### config.mk
export PLATFORM = sky130hd
export DESIGN_NAME = spi_master_p_flat
export DESIGN_NICKNAME = d
export VERILOG_FILES = /design/src/rtl/spi_m_pkg.sv /design/src/rtl/spi_master_p_if.sv /design/src/rtl/spi_m_tick.sv /design/src/rtl/spi_master_p.sv /design/src/flat_wrapper.sv
export SDC_FILE = /design/constraint.sdc
export NUM_CORES = 1
export LEC_CHECK = 0
export CAP_MARGIN = 20
export CELL_PAD_IN_SITES_DETAIL_PLACEMENT = 1
export CELL_PAD_IN_SITES_GLOBAL_PLACEMENT = 2
export CORE_ASPECT_RATIO = 2
export CORE_MARGIN = 3
export CORE_UTILIZATION = 33
export CTS_CLUSTER_DIAMETER = 60
export DETAILED_ROUTE_END_ITERATION = 12
export MAX_ROUTING_LAYER = met4
export PLACE_DENSITY_LB_ADDON = 0.1
export SYNTH_ARGS = -nofsm -noshare
export SYNTH_HDL_FRONTEND = slang
export SYNTH_HIERARCHICAL = 1
export SYNTH_SLANG_ARGS = --single-unit
### constraint.sdc
create_clock -name clk -period 2.1 [get_ports clk]
set_input_delay 0.315 -clock clk [delete_from_list [all_inputs] [get_ports clk]]
set_output_delay 0.315 -clock clk [all_outputs]
set_load 0.005 [all_outputs]
### src/rtl/spi_m_pkg.sv
// Shared types and width helpers for the spi_master_p SPI master slice.
package spi_m_pkg;

    typedef enum logic [1:0] {IDLE, LEAD, XFER, TRAIL} state_t;

    typedef struct packed {
        logic cpol;
        logic cpha;
        logic lsb_first;
    } mode_t;

    function automatic int tick_w(input int half_div);
        return $clog2(half_div) + 1;
    endfunction

    // Edge counter must hold 2*DATA_W without wrapping.
    function automatic int edge_w(input int data_w);
        return $clog2(2 * data_w + 1);
    endfunction

    function automatic int final_edge(input int data_w);
        return 2 * data_w - 1;
    endfunction

endpackage

### src/rtl/spi_master_p_if.sv
// Command/status and SPI pin bundle for spi_master_p.
// SPI_M_LOOPBACK_EN adds the loopback self-test request bit.
interface spi_master_p_if #(
    parameter int DATA_W = 8,
    parameter int NUM_CS = 1
);
    localparam int CS_W = (NUM_CS > 1) ? $clog2(NUM_CS) : 1;

    logic              start;
    logic [DATA_W-1:0] data_in;
    logic [CS_W-1:0]   cs_sel;
    logic              cpol;
    logic              cpha;
    logic              lsb_first;
    logic              miso;
    logic              mosi;
    logic              sck;
    logic [NUM_CS-1:0] cs_n;
    logic [DATA_W-1:0] data_out;
    logic              busy;
    logic              new_data;
`ifdef SPI_M_LOOPBACK_EN
    logic              loopback;

    modport master (output start, data_in, cs_sel, cpol, cpha, lsb_first, miso, loopback,
                    input  mosi, sck, cs_n, data_out, busy, new_data);
    modport slave  (input  start, data_in, cs_sel, cpol, cpha, lsb_first, miso, loopback,
                    output mosi, sck, cs_n, data_out, busy, new_data);
`else
    modport master (output start, data_in, cs_sel, cpol, cpha, lsb_first, miso,
                    input  mosi, sck, cs_n, data_out, busy, new_data);
    modport slave  (input  start, data_in, cs_sel, cpol, cpha, lsb_first, miso,
                    output mosi, sck, cs_n, data_out, busy, new_data);
`endif
endinterface

### src/rtl/spi_m_tick.sv
// Half-period divider: one-cycle tick every HALF_DIV enabled clocks.
module spi_m_tick
    import spi_m_pkg::*;
#(
    parameter int HALF_DIV = 2
) (
    input  logic clk,
    input  logic rst_n,
    input  logic clr,
    input  logic en,
    output logic tick
);
    localparam int TW = tick_w(HALF_DIV);

    logic [TW-1:0] cnt;
    logic          at_end;

    assign at_end = (cnt == TW'(HALF_DIV - 1));
    assign tick   = en & at_end;

    always_ff @(posedge clk or negedge rst_n) begin
        if (!rst_n)      cnt <= '0;
        else if (clr)    cnt <= '0;
        else if (en)     cnt <= at_end ? '0 : cnt + 1'b1;
    end
endmodule

### src/rtl/spi_master_p.sv
// SPI master: one full-duplex DATA_W-bit shift per start, all SPI modes, LSB/MSB first.
// SPI_M_LOOPBACK_EN adds a loopback self-test mode (RX from mosi, pins kept quiet).
module spi_master_p
    import spi_m_pkg::*;
#(
    parameter int DATA_W   = 8,
    parameter int HALF_DIV = 2,
    parameter int NUM_CS   = 1
) (
    input logic           clk,
    input logic           rst_n,
    spi_master_p_if.slave bus
);
    localparam int              EW   = edge_w(DATA_W);
    localparam logic [EW-1:0]   LAST = EW'(final_edge(DATA_W));

    state_t            state, state_nx;
    mode_t             mode_q;
    logic              lb_q, lb_start, tick;
    logic [EW-1:0]     edge_cnt;
    logic [DATA_W-1:0] tx, rx;
    logic              rx_din, drive_edge, sample_edge;

    function automatic logic first_bit(input logic [DATA_W-1:0] w, input logic lsb);
        return lsb ? w[0] : w[DATA_W-1];
    endfunction

    function automatic logic [DATA_W-1:0] shift_out(input logic [DATA_W-1:0] w, input logic lsb);
        return lsb ? (w >> 1) : (w << 1);
    endfunction

`ifdef SPI_M_LOOPBACK_EN
    assign lb_start = bus.loopback;
`else
    assign lb_start = 1'b0;
`endif

    spi_m_tick #(.HALF_DIV(HALF_DIV)) u_tick (
        .clk  (clk),
        .rst_n(rst_n),
        .clr  (state == IDLE),
        .en   (state != IDLE),
        .tick (tick)
    );

    // Even edge_cnt = leading sck edge; cpha picks which edge shifts and which samples.
    assign drive_edge  = (edge_cnt[0] != mode_q.cpha) && (edge_cnt != LAST);
    assign sample_edge = (edge_cnt[0] == mode_q.cpha);
    assign rx_din      = lb_q ? bus.mosi : bus.miso;

    always_ff @(posedge clk or negedge rst_n) begin
        if (!rst_n) state <= IDLE;
        else        state <= state_nx;
    end

    always_comb begin
        state_nx = state;
        case (state)
            IDLE:    if (bus.start) state_nx = LEAD;
            LEAD:    if (tick) state_nx = XFER;
            XFER:    if (tick && edge_cnt == LAST) state_nx = TRAIL;
            TRAIL:   if (tick) state_nx = IDLE;
            default: state_nx = IDLE;
        endcase
    end

    always_ff @(posedge clk or negedge rst_n) begin
        if (!rst_n) begin
            mode_q       <= '0;
            lb_q         <= 1'b0;
            bus.sck      <= 1'b0;
            bus.mosi     <= 1'b0;
            bus.cs_n     <= '1;
            bus.data_out <= '0;
            bus.busy     <= 1'b0;
            bus.new_data <= 1'b0;
            tx           <= '0;
            rx           <= '0;
            edge_cnt     <= '0;
        end else begin
            bus.new_data <= 1'b0;
            case (state)
                IDLE: begin
                    bus.sck <= mode_q.cpol;
                    if (bus.start) begin
                        mode_q   <= '{cpol: bus.cpol, cpha: bus.cpha, lsb_first: bus.lsb_first};
                        lb_q     <= lb_start;
                        bus.sck  <= bus.cpol;
                        bus.busy <= 1'b1;
                        edge_cnt <= '0;
                        rx       <= '0;
                        if (!bus.cpha) begin
                            bus.mosi <= first_bit(bus.data_in, bus.lsb_first);
                            tx       <= shift_out(bus.data_in, bus.lsb_first);
                        end else begin
                            tx       <= bus.data_in;
                        end
                        // Out-of-range selects shift the one-hot off the top: nothing asserted.
                        if (!lb_start) bus.cs_n <= ~(NUM_CS'(1) << bus.cs_sel);
                    end
                end
                XFER: if (tick) begin
                    edge_cnt <= edge_cnt + 1'b1;
                    if (!lb_q) bus.sck <= ~bus.sck;
                    if (drive_edge) begin
                        bus.mosi <= first_bit(tx, mode_q.lsb_first);
                        tx       <= shift_out(tx, mode_q.lsb_first);
                    end
                    if (sample_edge)
                        rx <= mode_q.lsb_first ? {rx_din, rx[DATA_W-1:1]}
                                               : {rx[DATA_W-2:0], rx_din};
                end
                TRAIL: if (tick) begin
                    bus.cs_n     <= '1;
                    bus.busy     <= 1'b0;
                    bus.data_out <= rx;
                    bus.new_data <= 1'b1;
                end
                default: ;
            endcase
        end
    end
endmodule

### src/flat_wrapper.sv
// flat-port wrapper written by rule: the top's interface ports become plain ports
module spi_master_p_flat import spi_m_pkg::*;
#(
    parameter int DATA_W   = 8,
    parameter int HALF_DIV = 2,
    parameter int NUM_CS   = 1
)
  (clk, rst_n, bus_start, bus_data_in, bus_cs_sel, bus_cpol, bus_cpha, bus_lsb_first, bus_miso, bus_mosi, bus_sck, bus_cs_n, bus_data_out, bus_busy, bus_new_data);
  spi_master_p_if #(.DATA_W(DATA_W), .NUM_CS(NUM_CS)) bus_i ();
  input logic clk;
  input logic rst_n;
  input wire logic [$bits(bus_i.start)-1:0] bus_start;
  input wire logic [$bits(bus_i.data_in)-1:0] bus_data_in;
  input wire logic [$bits(bus_i.cs_sel)-1:0] bus_cs_sel;
  input wire logic [$bits(bus_i.cpol)-1:0] bus_cpol;
  input wire logic [$bits(bus_i.cpha)-1:0] bus_cpha;
  input wire logic [$bits(bus_i.lsb_first)-1:0] bus_lsb_first;
  input wire logic [$bits(bus_i.miso)-1:0] bus_miso;
  output wire logic [$bits(bus_i.mosi)-1:0] bus_mosi;
  output wire logic [$bits(bus_i.sck)-1:0] bus_sck;
  output wire logic [$bits(bus_i.cs_n)-1:0] bus_cs_n;
  output wire logic [$bits(bus_i.data_out)-1:0] bus_data_out;
  output wire logic [$bits(bus_i.busy)-1:0] bus_busy;
  output wire logic [$bits(bus_i.new_data)-1:0] bus_new_data;
  assign bus_i.start = bus_start;
  assign bus_i.data_in = bus_data_in;
  assign bus_i.cs_sel = bus_cs_sel;
  assign bus_i.cpol = bus_cpol;
  assign bus_i.cpha = bus_cpha;
  assign bus_i.lsb_first = bus_lsb_first;
  assign bus_i.miso = bus_miso;
  assign bus_mosi = bus_i.mosi;
  assign bus_sck = bus_i.sck;
  assign bus_cs_n = bus_i.cs_n;
  assign bus_data_out = bus_i.data_out;
  assign bus_busy = bus_i.busy;
  assign bus_new_data = bus_i.new_data;
  spi_master_p #(.DATA_W(DATA_W), .HALF_DIV(HALF_DIV), .NUM_CS(NUM_CS)) u_core (.clk(clk), .rst_n(rst_n), .bus(bus_i));
endmodule
==> metrics.yaml <==
status: "completed"
synth.distinct_cells: 39
io_pins: 29
p_int_uw: 2850
worstPathArrival_ns: 2.14
dieArea_mm2: 0.00840
syn_area_per_cell_um2: 11.4
maxCapViolCount: 0
synth-seq-area-share_pct: 42.8
p_sw_uw: 1570
finalWirelength_um: 5950
portBuffers: 28
drtPass1Iterations: 4
synth_top_area_cell: "dfrtp_1"
clkTransAtPathRegs_ns: 0.06
cts_buffers: 5
fp.dieH_um: 127
grt_max_degree: 24
fmax_ghz: 0.506
worst_slew_pin_slew_ns: 0.536
tns_ns: 0
clockBufferDepth: 2
slew_violations: 0
slowest_stage: "dfrtp_1"
path_common_cell: "inv_1"
syn-instance-count: 210
cts_tree: "done"
cp_data_required_time_ns: 2.27
synth.area.top_cells: "dfrtp_1, mux2_2, mux2i_1, mux2_4, ha_1"
dpl_cell_area_mm2: 0.00287
die_w_um: 66.3
antenna_found_initial: 0
ys.flop_type: "dfrtp_1"
clkPwrFrac_pct: 19.2
drive_above_1_share_pct: 29.2
rows: 43
viasPerCell: 5.08
root_buffer: "clkbuf_16"
ant_nets: 0
place_inst: 330
grt_pass1_vias: 1968
min_period_over_period_pct: 94.1
worstPathMaxFanout: 10
setup_violations: 0
ir_worst_vdd_v: 0.000776
swShare_pct: 35.5
n_fill_cell: 791
hold_ws_ns: 0.00486
netlist_area_mm2: 0.00240
cp_num_buf_inv: 4
place_ws_ns: -0.00369
crit_type: "reg -> reg"
cts_sinks: 41
fin_cells: 343
setup_slack_ns: 0.124
path_cells: "inv_1 -> ha_1 -> inv_1 -> nand2_1 -> nor2_2 -> buf_12 -> buf_4 -> o21ai_0 -> a21oi_1 -> mux2_4"
critPathLaunchType: "flop"
design.core.area_mm2: 0.00699
min_period_ns: 1.98
hp-class: "in -> async"
nets: 275
synth_seq_cells: 41
grt.overflow.total: 0
relSlewSlack_pct: 64.3
powerDensity_mw_per_mm2: 1430
final_area_mm2: 0.00309
slowest_delay_ns: 0.37
pwr-share-seq_pct: 28.6
insertion_delay_ns: 0.29
ys_warn_count: 6
crit_family: "buffers and inverters"
post-dp-hpwl_um: 4640
h-tree-depth: 2
fin_skew_ns: 0.00474
synth_top_area_share_pct: 41.7
comb_power_share_pct: 52.3
grt_pass1_wl_um: 9940
drt_iter0_markers: 51
initial_utilization_pct: 34.3
globalplace.congestion: 0.880
grt_usage_pct: 16.1
vias: 1741
hold_viol: 0
antenna_cells: 0
area.growth.synth_to_final_pct: 28.6
async_flop_share_pct: 100
cp-end-kind: "flop"
wl_per_cell_um: 17.3
synth-edff-count: 0
p_leak_uw: 0.00141
drc: 0
synth_fp_nets: 232
postCtsHoldBufs: 0
[metrics by stage]
stage	power, µW	utilization [%]
finish	4420	44.2
global route	4750	44.2
CTS	4350	43.3
detailed placement	3480	41.1
global placement	3400	41.1
floorplan	2730	-
[cell type report]
cell class / count / area (µm²) / share of cell area [%]
Inverter: 7 / 26.3 / 0.850
Tap cell: 90 / 113 / 3.64
Clock buffer: 5 / 125 / 4.05
Multi-Input combinational cell: 149 / 1290 / 41.9
Sequential cell: 41 / 1030 / 33.2
Timing Repair Buffer: 49 / 470 / 15.2
Clock inverter: 2 / 35.0 / 1.13
[routing by layer]
layer | GRT usage, % | wire length (µm)
met4 | 7.19 | 140
met5 | - | 0
met1 | 15.1 | 2040
met2 | 30.2 | 3590
met3 | 2.92 | 180
[cell usage after synthesis, types with 2 or more instances]
cell / count
nor2b_1: 9
nand2_1: 14
dfrtp_1: 40
ha_1: 6
nor2_1: 6
buf_4: 3
mux2_2: 26
inv_1: 7
nand2b_1: 3
a31oi_1: 2
mux2i_1: 29
a21oi_1: 9
o21ai_0: 8
mux2_4: 8
nand3_1: 3
clkbuf_1: 3
nand3b_1: 3
o22ai_1: 3
a22o_1: 2
buf_2: 7
[power groups by stage]
stage	registers [µW]	logic, µW	clock network (µW)
after floorplan	1200	1530	0
after global placement	1270	2130	0
after detailed placement	1280	2210	0
after CTS	1270	2210	872
after global routing	1300	2530	915
final	1260	2310	846
[worst paths after layout]
check | startpoint | end | slack, ns | cells after the start
max | u_core/state[1] | u_core/state[1] | 0.12 | 10
min | rst_n | u_core/bus.data_out[4] | 0.005 | 1
max reg2reg | u_core/state[1] | u_core/state[1] | 0.12 | 10
min reg2reg | u_core/bus.busy | u_core/bus.busy | 0.51 | 2
max in group asynchronous | rst_n | u_core/tx[0] | 1.54 | 2
min in group clk | u_core/bus.busy | u_core/bus.busy | 0.51 | 2
[what timing repair did]
action,in CTS,in global routing
hold endpoints to repair,0,0
setup endpoints to repair,0,16
resized for setup,0,3
buffers inserted,0,6
[placed cells by master, fill, tap and decap left out, types with 2 or more instances in the layout]
| cell | count |
|---|---|
| clkbuf_16 | 5 |
| nand2b_1 | 2 |
| mux2_4 | 9 |
| inv_1 | 7 |
| nand2_1 | 14 |
| mux2i_1 | 29 |
| buf_12 | 3 |
| o21ai_0 | 8 |
| mux2_2 | 25 |
| a31oi_1 | 2 |
| a21oi_1 | 9 |
| dfrtp_1 | 40 |
| nand3b_1 | 3 |
| clkdlybuf4s50_1 | 27 |
| nand3_1 | 3 |
| o22ai_1 | 3 |
| a22o_1 | 2 |
| nor2b_1 | 9 |
| nor2_1 | 5 |
| buf_4 | 18 |
| ha_1 | 6 |
[registers in the layout, summed over array words and instances, names as in the netlist]
| signal | flops |
|---|---|
| u_core/bus.busy | 1 |
| u_core/bus.mosi | 1 |
| u_core/edge_cnt | 5 |
| u_core/bus.cs_n | 1 |
| u_core/bus.sck | 1 |
| u_core/bus.data_out | 8 |
| u_core/u_tick/cnt | 2 |
| u_core/state | 2 |
| u_core/mode_q | 3 |
| u_core/tx | 8 |
| u_core/bus.new_data | 1 |
| u_core/rx | 8 |
[kinds of logic (layout without fill, tap and decap cells)]
family / count (synthesis) / in the layout / synth area share (%)
DFF: 41 / 41 / 42.8
AOI/OAI and AO/OA: 33 / 33 / 9.58
xor gates and xnor gates: 3 / 3 / 1.41
buffers and inverters: 20 / 63 / 3.96
and+or+nand+nor: 44 / 44 / 9.90
adders and majority gates: 6 / 6 / 3.12
muxes: 63 / 63 / 29.3
[worst reg2reg max path, cell delays in order, from the launching register on]
cell	delay [ns]
dfrtp_1	0.37
inv_1	0.07
ha_1	0.19
inv_1	0.07
nand2_1	0.07
nor2_2	0.16
buf_12	0.14
buf_4	0.11
o21ai_0	0.10
a21oi_1	0.25
mux2_4	0.33
Power figures use the tool's default switching activity.
